--- config.mk ---
export PLATFORM = sky130hd
export DESIGN_NAME = ecc_148_wr_enc
export DESIGN_NICKNAME = d
export VERILOG_FILES = /design/src/rtl/ecc_148_wr_enc.sv
export SDC_FILE = /design/constraint.sdc
export NUM_CORES = 1
export LEC_CHECK = 0
export BUFFER_PORTS_ARGS = -buffer_cell sky130_fd_sc_hd__buf_2
export CORE_MARGIN = 10
export CORE_UTILIZATION = 59
export DETAILED_ROUTE_END_ITERATION = 8
export PLACE_DENSITY = 0.95
export RECOVER_POWER = 100
export SLEW_MARGIN = 20
export SYNTH_ARGS = -nofsm -noshare
export SYNTH_HDL_FRONTEND = slang
export SYNTH_SLANG_ARGS = --single-unit
--- constraint.sdc ---
create_clock -name clk -period 6.75 [get_ports clk]
set_input_delay 0.675 -clock clk [delete_from_list [all_inputs] [get_ports clk]]
set_output_delay 0.675 -clock clk [all_outputs]
set_load 0.05 [all_outputs]
--- src/rtl/ecc_148_wr_enc.sv ---
// Write-side SECDED encoder: two-stage valid/ready pipeline with duplicated parity
// generation for encoder self-check. Optional error injection under ECC_148_WR_ERR_INJ_EN.

module ecc_148_cal #(
   parameter int DATA_WIDTH   = 148,
   parameter int PARITY_WIDTH = 9
) (
   input  logic                    bypass,
   input  logic [DATA_WIDTH-1:0]   data_in,
   input  logic [PARITY_WIDTH-1:0] parity_in,
   output logic [PARITY_WIDTH-1:0] parity_out
);

   localparam int HAM_WIDTH = PARITY_WIDTH - 1;

   logic [HAM_WIDTH-1:0] ham;
   logic [15:0]          pos;
   logic                 overall;

   // Data bit i occupies the i-th non-power-of-two codeword position (3,5,6,7,9,...).
   always_comb begin
      ham = '0;
      pos = 16'd3;
      for (int i = 0; i < DATA_WIDTH; i++) begin
         for (int k = 0; k < HAM_WIDTH; k++) begin
            ham[k] = ham[k] ^ (data_in[i] & pos[k]);
         end
         pos = pos + 16'd1;
         if ((pos & (pos - 16'd1)) == 16'd0) begin
            pos = pos + 16'd1;
         end
      end
   end

   assign overall    = (^data_in) ^ (^ham);
   assign parity_out = bypass ? parity_in : {overall, ham};

endmodule

module ecc_148_wr_enc #(
   parameter int DATA_WIDTH   = 148,
   parameter int PARITY_WIDTH = 9,
   parameter int CNT_WIDTH    = 8
) (
   input  logic                    clk,
   input  logic                    rst_n,
   input  logic                    ecc_fault_detc_en,
   input  logic                    in_valid,
   output logic                    in_ready,
   input  logic [DATA_WIDTH-1:0]   data_in,
`ifdef ECC_148_WR_ERR_INJ_EN
   input  logic                    inj_sbit,
   input  logic                    inj_dbit,
`endif
   output logic                    out_valid,
   input  logic                    out_ready,
   output logic [DATA_WIDTH-1:0]   data_out,
   output logic [PARITY_WIDTH-1:0] parity_out,
   output logic                    ecc_fault,
   output logic                    fault_sticky,
   output logic [CNT_WIDTH-1:0]    fault_cnt,
   input  logic                    fault_clr
);

   logic                    s1Valid_q, s1Valid_d;
   logic [DATA_WIDTH-1:0]   s1Data_q, s1Data_d;
   logic                    s2Valid_q, s2Valid_d;
   logic [DATA_WIDTH-1:0]   s2Data_q, s2Data_d;
   logic [PARITY_WIDTH-1:0] s2Par_q, s2Par_d;
   logic                    s2Fault_q, s2Fault_d;
   logic [CNT_WIDTH-1:0]    cnt_q, cnt_d;
   logic                    sticky_q, sticky_d;

   logic                    s1Adv, s2Adv;
   logic [PARITY_WIDTH-1:0] par0, par1;
   logic                    faultD;
   logic [DATA_WIDTH-1:0]   s1Word;
   logic                    outXferFault;

   ecc_148_cal #(
      .DATA_WIDTH   (DATA_WIDTH),
      .PARITY_WIDTH (PARITY_WIDTH)
   ) u_cal0 (
      .bypass     (1'b0),
      .data_in    (s1Data_q),
      .parity_in  ({PARITY_WIDTH{1'b0}}),
      .parity_out (par0)
   );

   ecc_148_cal #(
      .DATA_WIDTH   (DATA_WIDTH),
      .PARITY_WIDTH (PARITY_WIDTH)
   ) u_cal1 (
      .bypass     (1'b0),
      .data_in    (s1Data_q),
      .parity_in  ({PARITY_WIDTH{1'b0}}),
      .parity_out (par1)
   );

   assign s2Adv    = ~s2Valid_q | out_ready;
   assign s1Adv    = ~s1Valid_q | s2Adv;
   assign in_ready = s1Adv;
   assign faultD   = ecc_fault_detc_en & (par0 != par1);

`ifdef ECC_148_WR_ERR_INJ_EN
   logic [1:0]            s1Inj_q, s1Inj_d;
   logic [1:0]            injBits;
   logic [DATA_WIDTH-1:0] injMask;

   // Injection flips the emitted data only; parity was already taken from clean S1 data.
   assign injBits = s1Inj_q[1] ? 2'b11 : (s1Inj_q[0] ? 2'b01 : 2'b00);
   assign injMask = {{(DATA_WIDTH-2){1'b0}}, injBits};
   assign s1Word  = s1Data_q ^ injMask;

   always_comb begin
      s1Inj_d = s1Inj_q;
      if (s1Adv) begin
         s1Inj_d = {inj_dbit, inj_sbit};
      end
   end

   always_ff @(posedge clk) begin
      if (!rst_n) begin
         s1Inj_q <= 2'b00;
      end else begin
         s1Inj_q <= s1Inj_d;
      end
   end
`else
   assign s1Word = s1Data_q;
`endif

   // A stage reloads whenever it can advance, so bubbles propagate as well as words.
   always_comb begin
      s1Valid_d = s1Valid_q;
      s1Data_d  = s1Data_q;
      s2Valid_d = s2Valid_q;
      s2Data_d  = s2Data_q;
      s2Par_d   = s2Par_q;
      s2Fault_d = s2Fault_q;
      if (s1Adv) begin
         s1Valid_d = in_valid;
         s1Data_d  = data_in;
      end
      if (s2Adv) begin
         s2Valid_d = s1Valid_q;
         s2Data_d  = s1Word;
         s2Par_d   = par0;
         s2Fault_d = faultD;
      end
   end

   assign outXferFault = s2Valid_q & out_ready & s2Fault_q;

   // Clear beats a concurrent fault; the count saturates instead of wrapping.
   always_comb begin
      cnt_d    = cnt_q;
      sticky_d = sticky_q;
      if (fault_clr) begin
         cnt_d    = '0;
         sticky_d = 1'b0;
      end else if (outXferFault) begin
         sticky_d = 1'b1;
         if (cnt_q != {CNT_WIDTH{1'b1}}) begin
            cnt_d = cnt_q + CNT_WIDTH'(1);
         end
      end
   end

   always_ff @(posedge clk) begin
      if (!rst_n) begin
         s1Valid_q <= 1'b0;
         s1Data_q  <= '0;
         s2Valid_q <= 1'b0;
         s2Data_q  <= '0;
         s2Par_q   <= '0;
         s2Fault_q <= 1'b0;
         cnt_q     <= '0;
         sticky_q  <= 1'b0;
      end else begin
         s1Valid_q <= s1Valid_d;
         s1Data_q  <= s1Data_d;
         s2Valid_q <= s2Valid_d;
         s2Data_q  <= s2Data_d;
         s2Par_q   <= s2Par_d;
         s2Fault_q <= s2Fault_d;
         cnt_q     <= cnt_d;
         sticky_q  <= sticky_d;
      end
   end

   assign out_valid    = s2Valid_q;
   assign data_out     = s2Data_q;
   assign parity_out   = s2Par_q;
   assign ecc_fault    = s2Fault_q;
   assign fault_sticky = sticky_q;
   assign fault_cnt    = cnt_q;

endmodule
==> reports/qor.csv, run 1 <==
stage,metric,value,unit
synthesis,syn_area_per_cell,8.83,um2
layout,fin_cells,2204,
sta,slew_viol_final,333,
global_route,first_global_vias,11742,
hold_path,min_to,s1Valid_q,
cts,cts_resized,0,
global_route,grt_max_degree,183,
die,die_w,175,um
sta,clock-skew-final,0.0227,ns
hold_path,min_path_type,in2reg,
setup_path,r2r-end,s1Data_q[96],
hold_path,hp-start,in_valid,
setup_path,path_max_fanout,93,
synthesis,synth_top_area_frac,0.431,
cts,clock_sinks,307,
pwr,p_leak,6.77,nW
sta,timing.final.crit_period,4.73,ns
global_route,grt.met2_usage,0.440,
global_route,grt_use_met1,0.316,
synthesis,synth_area_leaders,"dfxtp_1 (43%), nand2_1 (16%), a21boi_0 (16%), xnor2_1 (13%), xnor3_1 (5.2%)",
die,ioPinCount,323,
sta,worst_hold_slack,0.337,ns
synthesis,ys_warn_count,0,
pwr,power_density,374,nW/um2
synthesis,synth_edf_count,0,
sta,tns,0,ns
sta,timing.final.crit_share,0.701,
global_route,busiest_layer,met2,
global_route,grt_pass1_wl,64800,um
hold_path,hold_depth,2,
setup_path,regToRegStartpoint,out_valid,
run_status,status,"complete, but fails checks",
setup_path,critPathRequiredTime,7.21,ns
routing,vias_per_cell,5.38,
run,cap_violations,5,
die,fp-row-count,56,
routing,drtPass1Iterations,5,
sta,worstMarginPinSlew,3.45,ns
setup_path,end_kind,register,
layout,syn_to_final_growth,16.7,%
synthesis,netlist_area,14300,um2
sta,setup_viol,0,
routing,wl_per_cell,19.2,um
pwr,vdd.ir_drop.worst,0.698,mV
sta,rsz0062_at_grt,no,
routing,drtIter0Drc,1100,
sta,slew_headroom,-1.30,
routing,vias,11866,
cts,clk_latency,0.57,ns
cts,clockBufferDepth,3,
cts,cts_buffers,31,
setup_path,reg2regPathDepth,7,
routing,drc,0,
layout,final_layout_size_suffix_gt1_frac,0.114,
layout,num-fill-cells,1822,
cts,cts_hold_buffers,0,
synthesis,post-synth-top-count-cell,nand2_1,
synthesis,synth_ff_type,dfxtp_1,
synthesis,synth-seq-cells,307,
die,dieArea,30800,um2
synthesis,ys_seq_area_frac,0.431,
global_route,gr-total-overflow,0,
placement,dp_hpwl,30000,um
placement,gp_congestion,0.929,
run_status,violations,"capacitance limit, slew limit",
setup_path,arrival,5.19,ns
setup_path,ff2ff_setup_slack,2.02,ns
setup_path,start_kind,register,
die,core_area,23600,um2
cts,htree_num_levels,1,
synthesis,synth_top_cell_by_area,dfxtp_1,
global_route,grtUsageMet3,0.0646,
cts,post_cts_buffers,0,
sta,fmax,0.211,GHz
synthesis,synthCells,1614,
setup_path,worstSetupPathType,reg2reg,
global_route,track_usage,0.260,
die,die_h,175,um
cts,clkTransAtPathRegs,0.06,ns
placement,dpl.cell_count,2146,
cts,cts_tree,built,
global_route,antenna_found_initial,2,
sta,hold_violations,0,
pwr,total_power,6.22,mW
cts,clockRootBuffer,clkbuf_16,
routing,wirelength,42200,um
die,start_util,0.604,
synthesis,ys_types,25,
routing,drtAntennaViolNets,0,
placement,portBuffers,310,
synthesis,ys_async_sr_fraction,0,
layout,fin_nets,2014,
synthesis,synth_commonest_cells,"nand2_1 (600), dfxtp_1 (307), a21boi_0 (297)",
## cell families after synthesis
family / count (synthesis) / share of synthesized area
and+or+nand+nor: 609 / 0.162
other: 1 / 0.000263
buffers and inverters: 114 / 0.0327
AOI/OAI and AO/OA: 307 / 0.161
xor gates and xnor gates: 276 / 0.213
DFF: 307 / 0.431
## per-stage QoR
step,utilization,area [um2],setup slack [ns]
after floorplan,-,14300,4.03
after global placement,0.672,15900,3.13
after detailed placement,0.672,15900,3.13
after CTS,0.714,16900,2.88
after global routing,0.705,16600,1.56
final,0.705,16600,2.02
## worst max-delay path, stage by stage, from the launching register on
cell,delay [ns]
dfxtp_1,0.32
nor2b_1,0.13
buf_4,0.33
and2_4,0.43
inv_4,0.79
clkbuf_1,2.03
nand2_1,0.22
a21boi_0,0.32
## registers in the layout, indices dropped and copies added (netlist names)
| register | cells |
|---|---|
| data_out | 148 |
| out_valid | 1 |
| parity_out | 9 |
| s1Data_q | 148 |
| s1Valid_q | 1 |
## power by group
| group | internal, mW | total (mW) | switching, mW |
|---|---|---|---|
| combinational | 1.38 | 2.46 | 1.08 |
| clock | 1.00 | 1.71 | 0.711 |
| sequential | 1.94 | 2.06 | 0.114 |
## worst max-delay path by stage
stage / from / to / slack (ns) / cells after the start
after global placement: out_ready / in_ready / 3.13 / 6
final: out_valid / s1Data_q[96] / 2.02 / 7
after CTS: out_valid / in_ready / 2.88 / 5
after detailed placement: out_ready / in_ready / 3.13 / 6
after floorplan: s1Data_q[111] / parity_out[8] / 4.03 / 8
after global routing: out_ready / data_out[114] / 1.56 / 5
## placed cells by master, fill, tap and decap left out
cell	n
nor2b_1	1
clkbuf_8	4
nand2_1	600
a21boi_0	297
o21ai_0	4
clkinv_2	8
clkbuf_1	171
a21oi_1	1
xnor2_1	207
conb_1	10
and2_0	3
dfxtp_1	307
o21a_1	2
inv_4	1
inv_6	1
xor3_1	2
xnor3_2	2
nor3b_1	1
buf_6	1
xor3_2	3
diode_2	2
buf_2	149
buf_4	3
nand2b_1	1
and2_4	1
nor2_1	2
xor2_1	23
clkbuf_2	1
xnor2_2	5
xnor3_4	1
clkbuf_16	31
o211a_1	3
clkinvlp_4	1
xnor3_1	33
bufinv_16	3
## per-layer routing
metal  wire length [um]  up-vias
li1                   -     5627
met4               1540        0
met1              16900     5660
met5                  0        -
met3               3650       89
met2              20100      490
## area by class of cell
type / instances / area, um2 / share of cell area
Antenna cell: 2 / 5.00 / 0.000301
Timing Repair Buffer: 317 / 1400 / 0.0839
Clock buffer: 43 / 861 / 0.0517
Multi-Input combinational cell: 1202 / 7680 / 0.462
Clock inverter: 13 / 146 / 0.00880
Tap cell: 319 / 399 / 0.0240
Sequential cell: 307 / 6150 / 0.369
Inverter: 1 / 6.26 / 0.000376
(Power assumes the default switching activity.)
==> run 2, diff against run 1 <==
--- a/config.mk
+++ b/config.mk
@@ -7,9 +7,9 @@
 export LEC_CHECK = 0
 export BUFFER_PORTS_ARGS = -buffer_cell sky130_fd_sc_hd__buf_2
 export CORE_MARGIN = 10
-export CORE_UTILIZATION = 59
+export CORE_UTILIZATION = 49
 export DETAILED_ROUTE_END_ITERATION = 8
-export PLACE_DENSITY = 0.95
+export PLACE_DENSITY = 0.87
 export RECOVER_POWER = 100
 export SLEW_MARGIN = 20
 export SYNTH_ARGS = -nofsm -noshare
==> constraint.sdc (replaced) <==
create_clock -name clk -period 3.95 [get_ports clk]
set_input_delay 0.395 -clock clk [delete_from_list [all_inputs] [get_ports clk]]
set_output_delay 0.395 -clock clk [all_outputs]
set_load 0.05 [all_outputs]
==> run 2 against run 1 <==
  * The flow still finishes with violations (capacitance limit, slew limit)
  * Wire length increased by 0.42%
  * Non-clock buffer count increased by 6
  * Clock power increased by 88%
  * First-iteration DRC count decreased by 38%
  * Utilization decreased by 11 points
  * Critical path depth increased by 1
  * Sequential share of layout area decreased by 0.66 points
  * Via count decreased by 1.4%
  * Worst setup slack got worse by 1.2 ns
  * Fmax increased by 53%
==> reports/qor.csv, run 2 (synthesis gave the netlist of run 1 again) <==
stage,metric,value,unit
layout,mostFrequentLayoutCells,"nand2_1 (600), dfxtp_1 (307), a21boi_0 (297)",
pwr,total_power,11.0,mW
die,die_h,191,um
global_route,track_usage,0.225,
sta,hold_violations,0,
pwr,p_leak,6.88,nW
layout,fin_nets,2023,
global_route,grt_pass1_wl,65600,um
setup_path,regToRegStartpoint,s1Data_q[56],
setup_path,critPathRequiredTime,4.29,ns
cts,cts_buffers,34,
sta,timing.final.crit_share,0.783,
global_route,grt_max_degree,185,
routing,wl_per_cell,18.7,um
routing,drtPass1Iterations,8,
sta,timing.final.crit_period,3.09,ns
setup_path,arrival,3.43,ns
placement,portBuffers,310,
routing,drtIter0Drc,679,
setup_path,start_kind,register,
setup_path,ff2ff_setup_slack,0.86,ns
cts,cts_tree,built,
pwr,power_density,649,nW/um2
placement,dpl.cell_count,2217,
placement,gp_congestion,0.902,
placement,post-place-ws,0.871,ns
sta,worst_hold_slack,0.114,ns
cts,clockBufferDepth,3,
sta,slew_headroom,-0.312,
setup_path,worstSetupPathType,reg2reg,
cts,clock_sinks,307,
sta,fmax,0.324,GHz
die,start_util,0.497,
cts,post_cts_buffers,0,
die,core_area,28700,um2
setup_path,end_kind,register,
global_route,antenna_found_initial,1,
run_status,violations,"capacitance limit, slew limit",
placement,post_dp_cell_area,16000,um2
cts,htree_num_levels,2,
global_route,first_global_vias,11657,
run_status,status,"complete, but fails checks",
cts,clkTransAtPathRegs,0.06,ns
die,ioPinCount,323,
cts,clockRootBuffer,clkbuf_16,
setup_path,r2r-end,parity_out[8],
sta,tns,0,ns
die,dieArea,36300,um2
cts,clk_latency,0.50,ns
layout,final_layout_size_suffix_gt1_frac,0.121,
hold_path,min_path_type,in2reg,
pwr,vdd.ir_drop.worst,0.892,mV
die,fp-row-count,62,
routing,vias,11702,
cts,cts_hold_buffers,0,
routing,wirelength,42400,um
placement,dp_hpwl,30900,um
layout,syn_to_final_growth,18.8,%
routing,vias_per_cell,5.15,
routing,drc,0,
layout,final_area,16900,um2
sta,slew_viol_final,310,
layout,final_common_cell,nand2_1,
setup_path,reg2regPathDepth,8,
sta,worstMarginPinSlew,1.97,ns
cts,cts_resized,0,
setup_path,path_max_fanout,4,
sta,rsz0062_at_grt,no,
sta,setup_viol,0,
sta,clock-skew-final,0.0123,ns
sta,fin_ws,0.859,ns
hold_path,hp-start,in_valid,
global_route,gr-total-overflow,0,
layout,utilization,0.590,
hold_path,min_to,s1Valid_q,
hold_path,hold_depth,2,
layout,num-fill-cells,2548,
layout,fin_cells,2274,
run,cap_violations,4,
die,die_w,191,um
layout,antenna_cells,0,
routing,drtAntennaViolNets,0,
[run 2: per-layer routing]
metal	up-vias	wire length [um]	global-route usage
met1	5514	16900	0.275
met3	79	3950	0.0655
met2	458	20300	0.371
met5	-	0	0
li1	5651	-	-
met4	0	1320	0.0781
[run 2: worst max-delay path by stage]
stage                  start       endpoint  slack [ns]  cells past startpoint
2_1_floorplan  s1Data_q[111]  parity_out[8]        1.23                      8
4_1_cts         s1Data_q[10]  parity_out[8]        0.86                      8
6_report        s1Data_q[56]  parity_out[8]        0.86                      8
3_5_place_dp    s1Data_q[10]  parity_out[8]        0.87                      8
3_3_place_gp    s1Data_q[10]  parity_out[8]        0.95                      8
5_1_grt        s1Data_q[110]  parity_out[8]        0.76                      8
[run 2: area by class of cell]
class	instances	area, um2	area share
Tap cell	384	480	0.0284
Clock inverter	8	120	0.00709
Timing Repair Buffer	323	1480	0.0871
Multi-Input combinational cell	1202	7680	0.454
Clock buffer	49	1030	0.0609
Inverter	1	3.75	0.000222
Sequential cell	307	6150	0.363
[run 2: critical path, stage by stage, from the launching register on]
cell     delay, ns
dfxtp_1       0.37
xnor2_1       0.30
xnor3_1       0.51
xnor3_1       0.41
xnor2_1       0.20
xnor3_1       0.30
xnor3_2       0.39
xnor3_1       0.38
a21oi_1       0.07
[run 2: report_power, final]
part	leakage (nW)	switching, mW	total [mW]	internal (mW)
clock network	0.561	1.22	3.22	2.00
logic	3.78	1.90	4.27	2.36
registers	2.54	0.191	3.51	3.32
total	6.88	3.32	11.0	7.68
==> run 3, diff against run 2 <==
--- a/config.mk
+++ b/config.mk
@@ -7,9 +7,9 @@
 export LEC_CHECK = 0
 export BUFFER_PORTS_ARGS = -buffer_cell sky130_fd_sc_hd__buf_2
 export CORE_MARGIN = 10
-export CORE_UTILIZATION = 49
+export CORE_UTILIZATION = 55
 export DETAILED_ROUTE_END_ITERATION = 8
-export PLACE_DENSITY = 0.87
+export PLACE_DENSITY = 0.92
 export RECOVER_POWER = 100
 export SLEW_MARGIN = 20
 export SYNTH_ARGS = -nofsm -noshare
==> constraint.sdc (replaced) <==
create_clock -name clk -period 2.95 [get_ports clk]
set_input_delay 0.295 -clock clk [delete_from_list [all_inputs] [get_ports clk]]
set_output_delay 0.295 -clock clk [all_outputs]
set_load 0.05 [all_outputs]
==> run 3 against run 2 <==
  * The flow still finishes with violations (capacitance limit, slew limit)
  * Wire length increased by 11%
  * Worst setup slack worse by 0.81 ns
  * Final area rose by 8.5%
  * Sequential power increased by 33%
  * Clock power is 34% higher
  * Clock skew is essentially flat
  * Worst hold slack worse by 0.11 ns
  * Die area shrank 9.8%
  * Utilization up 14 points
  * Critical path type unchanged
  * Critical endpoint unchanged
  * Largest cell class unchanged
==> reports/qor.csv, run 3 (synthesis gave the netlist of run 1 again) <==
stage,metric,value,unit
run_status,status,"complete, but fails checks",
run_status,violations,"capacitance limit, slew limit",
sta,fmax,0.345,GHz
cts,clockRootBuffer,clkbuf_16,
setup_path,ff2ff_setup_slack,0.05,ns
layout,fin_nets,2158,
setup_path,r2r-end,parity_out[8],
global_route,grt_max_degree,158,
pwr,vdd.ir_drop.worst,1.19,mV
routing,wirelength,47000,um
setup_path,arrival,3.38,ns
setup_path,regToRegStartpoint,s1Data_q[10],
placement,gp_congestion,0.917,
sta,slew_viol_final,308,
setup_path,end_kind,register,
die,die_h,181,um
cts,cts_tree,built,
sta,worstMarginPinSlew,1.94,ns
global_route,antenna_found_initial,5,
setup_path,reg2regPathDepth,10,
sta,setup_viol,0,
global_route,grt_pass1_wl,71800,um
cts,htree_num_levels,1,
run,cap_violations,2,
setup_path,worstSetupPathType,reg2reg,
global_route,gr-total-overflow,0,
die,core_area,25300,um2
setup_path,timing.critical_path.from,s1Data_q[10],
sta,clock-skew-final,0.0124,ns
layout,syn_to_final_growth,29.0,%
routing,vias_per_cell,5.41,
routing,drc,0,
cts,clock_sinks,307,
cts,cts_buffers,30,
routing,drtPass1Iterations,7,
die,die_w,181,um
die,dieArea,32800,um2
layout,final_common_cell,nand2_1,
sta,rsz0062_at_grt,yes,
global_route,track_usage,0.269,
sta,slew_headroom,-0.295,
hold_path,min_path_type,in2reg,
routing,drtAntennaViolNets,0,
placement,dp_hpwl,31500,um
die,fp-row-count,58,
cts,clk_latency,0.56,ns
layout,final_layout_size_suffix_gt1_frac,0.169,
setup_path,path_max_fanout,3,
die,ioPinCount,323,
die,start_util,0.563,
pwr,power_density,822,nW/um2
placement,portBuffers,310,
hold_path,min_to,s1Data_q[50],
routing,vias,12792,
cts,clkTransAtPathRegs,0.07,ns
cts,clockBufferDepth,3,
layout,mostFrequentLayoutCells,"nand2_1 (600), a21boi_0 (297), dfxtp_1 (295)",
pwr,p_leak,7.66,nW
routing,drtIter0Drc,1116,
global_route,first_global_vias,13133,
layout,utilization,0.726,
sta,timing.final.crit_share,0.982,
setup_path,critPathRequiredTime,3.43,ns
hold_path,hp-start,data_in[50],
sta,hold_violations,0,
setup_path,start_kind,register,
routing,wl_per_cell,19.9,um
hold_path,hold_depth,3,
sta,tns,0,ns
sta,timing.final.crit_period,2.90,ns
## run 3: changes by cell type in the layout (fill, tap and decap cells not counted), moves of 5 or more
cell	before	now
xnor2_1	207	182
clkinv_2	3	9
dfxtp_1	307	295
clkbuf_1	164	157
xnor2_2	5	29
dlygate4sd3_1	0	74
clkbuf_16	37	31
dfxtp_2	0	11
buf_4	7	71
diode_2	0	5
## run 3: final cells by class
cell class	count	area [um2]
multi-input cells	1202	7910
clock buffers	36	845
well taps	330	413
fillers	1766	6940
inverters	1	6.26
diodes	5	12.5
clock inverters	20	285
flip-flops and latches	307	6160
repair buffers	462	2750
## run 3: how the worst max path moves through the flow
| stage | end | slack, ns | depth (start not counted) |
|---|---|---|---|
| 2_1_floorplan | parity_out[8] | 0.23 | 8 |
| 3_3_place_gp | parity_out[8] | 0.08 | 8 |
| 3_5_place_dp | parity_out[8] | 0.006 | 8 |
| 4_1_cts | parity_out[8] | 0.009 | 7 |
| 5_1_grt | parity_out[8] | -0.03 | 10 |
| 6_report | parity_out[8] | 0.05 | 10 |
## run 3: per-layer routing
metal,GRT usage,up-vias,wire (um)
li1,-,5918,-
met1,0.314,6010,17700
met2,0.453,709,22300
met3,0.0605,155,4370
met4,0.140,0,2610
met5,0,-,0
## run 3: worst max-delay path, stage by stage, from the launching register on
cell     delay [ns]
dfxtp_2        0.35
xnor2_2        0.19
buf_4          0.15
xnor3_1        0.44
xnor3_1        0.25
xnor3_1        0.25
buf_4          0.16
xnor2_1        0.20
xnor3_1        0.35
xnor3_1        0.36
a21oi_2        0.14
## run 3: power breakdown
group | total (mW) | internal (mW) | switching, mW
registers | 4.68 | 4.44 | 0.241
logic | 6.11 | 3.39 | 2.72
clock network | 4.33 | 2.65 | 1.69
## run 3: timing repair
item	4_1_cts	5_1_grt
hold buffers	74	0
endpoints found under the setup margin	1	1
resized for setup	1	44
endpoints found under the hold margin	74	0
setup buffers	0	7
pin swaps	0	17
## run 3: stage by stage
step                area, um2  power [mW]  hold WS (ns)  cells  worst slack (ns)
finish                  18400        15.1      0.000368   2363            0.0531
global route            18400        15.6      0.000905   2363           -0.0265
CTS                     18300        14.9      0.000961   2351           0.00911
detailed placement      16400        10.5         0.452   2221           0.00574
global placement        16400        10.4         0.444   2221            0.0793
floorplan               14300        9.38         0.419   1623             0.225
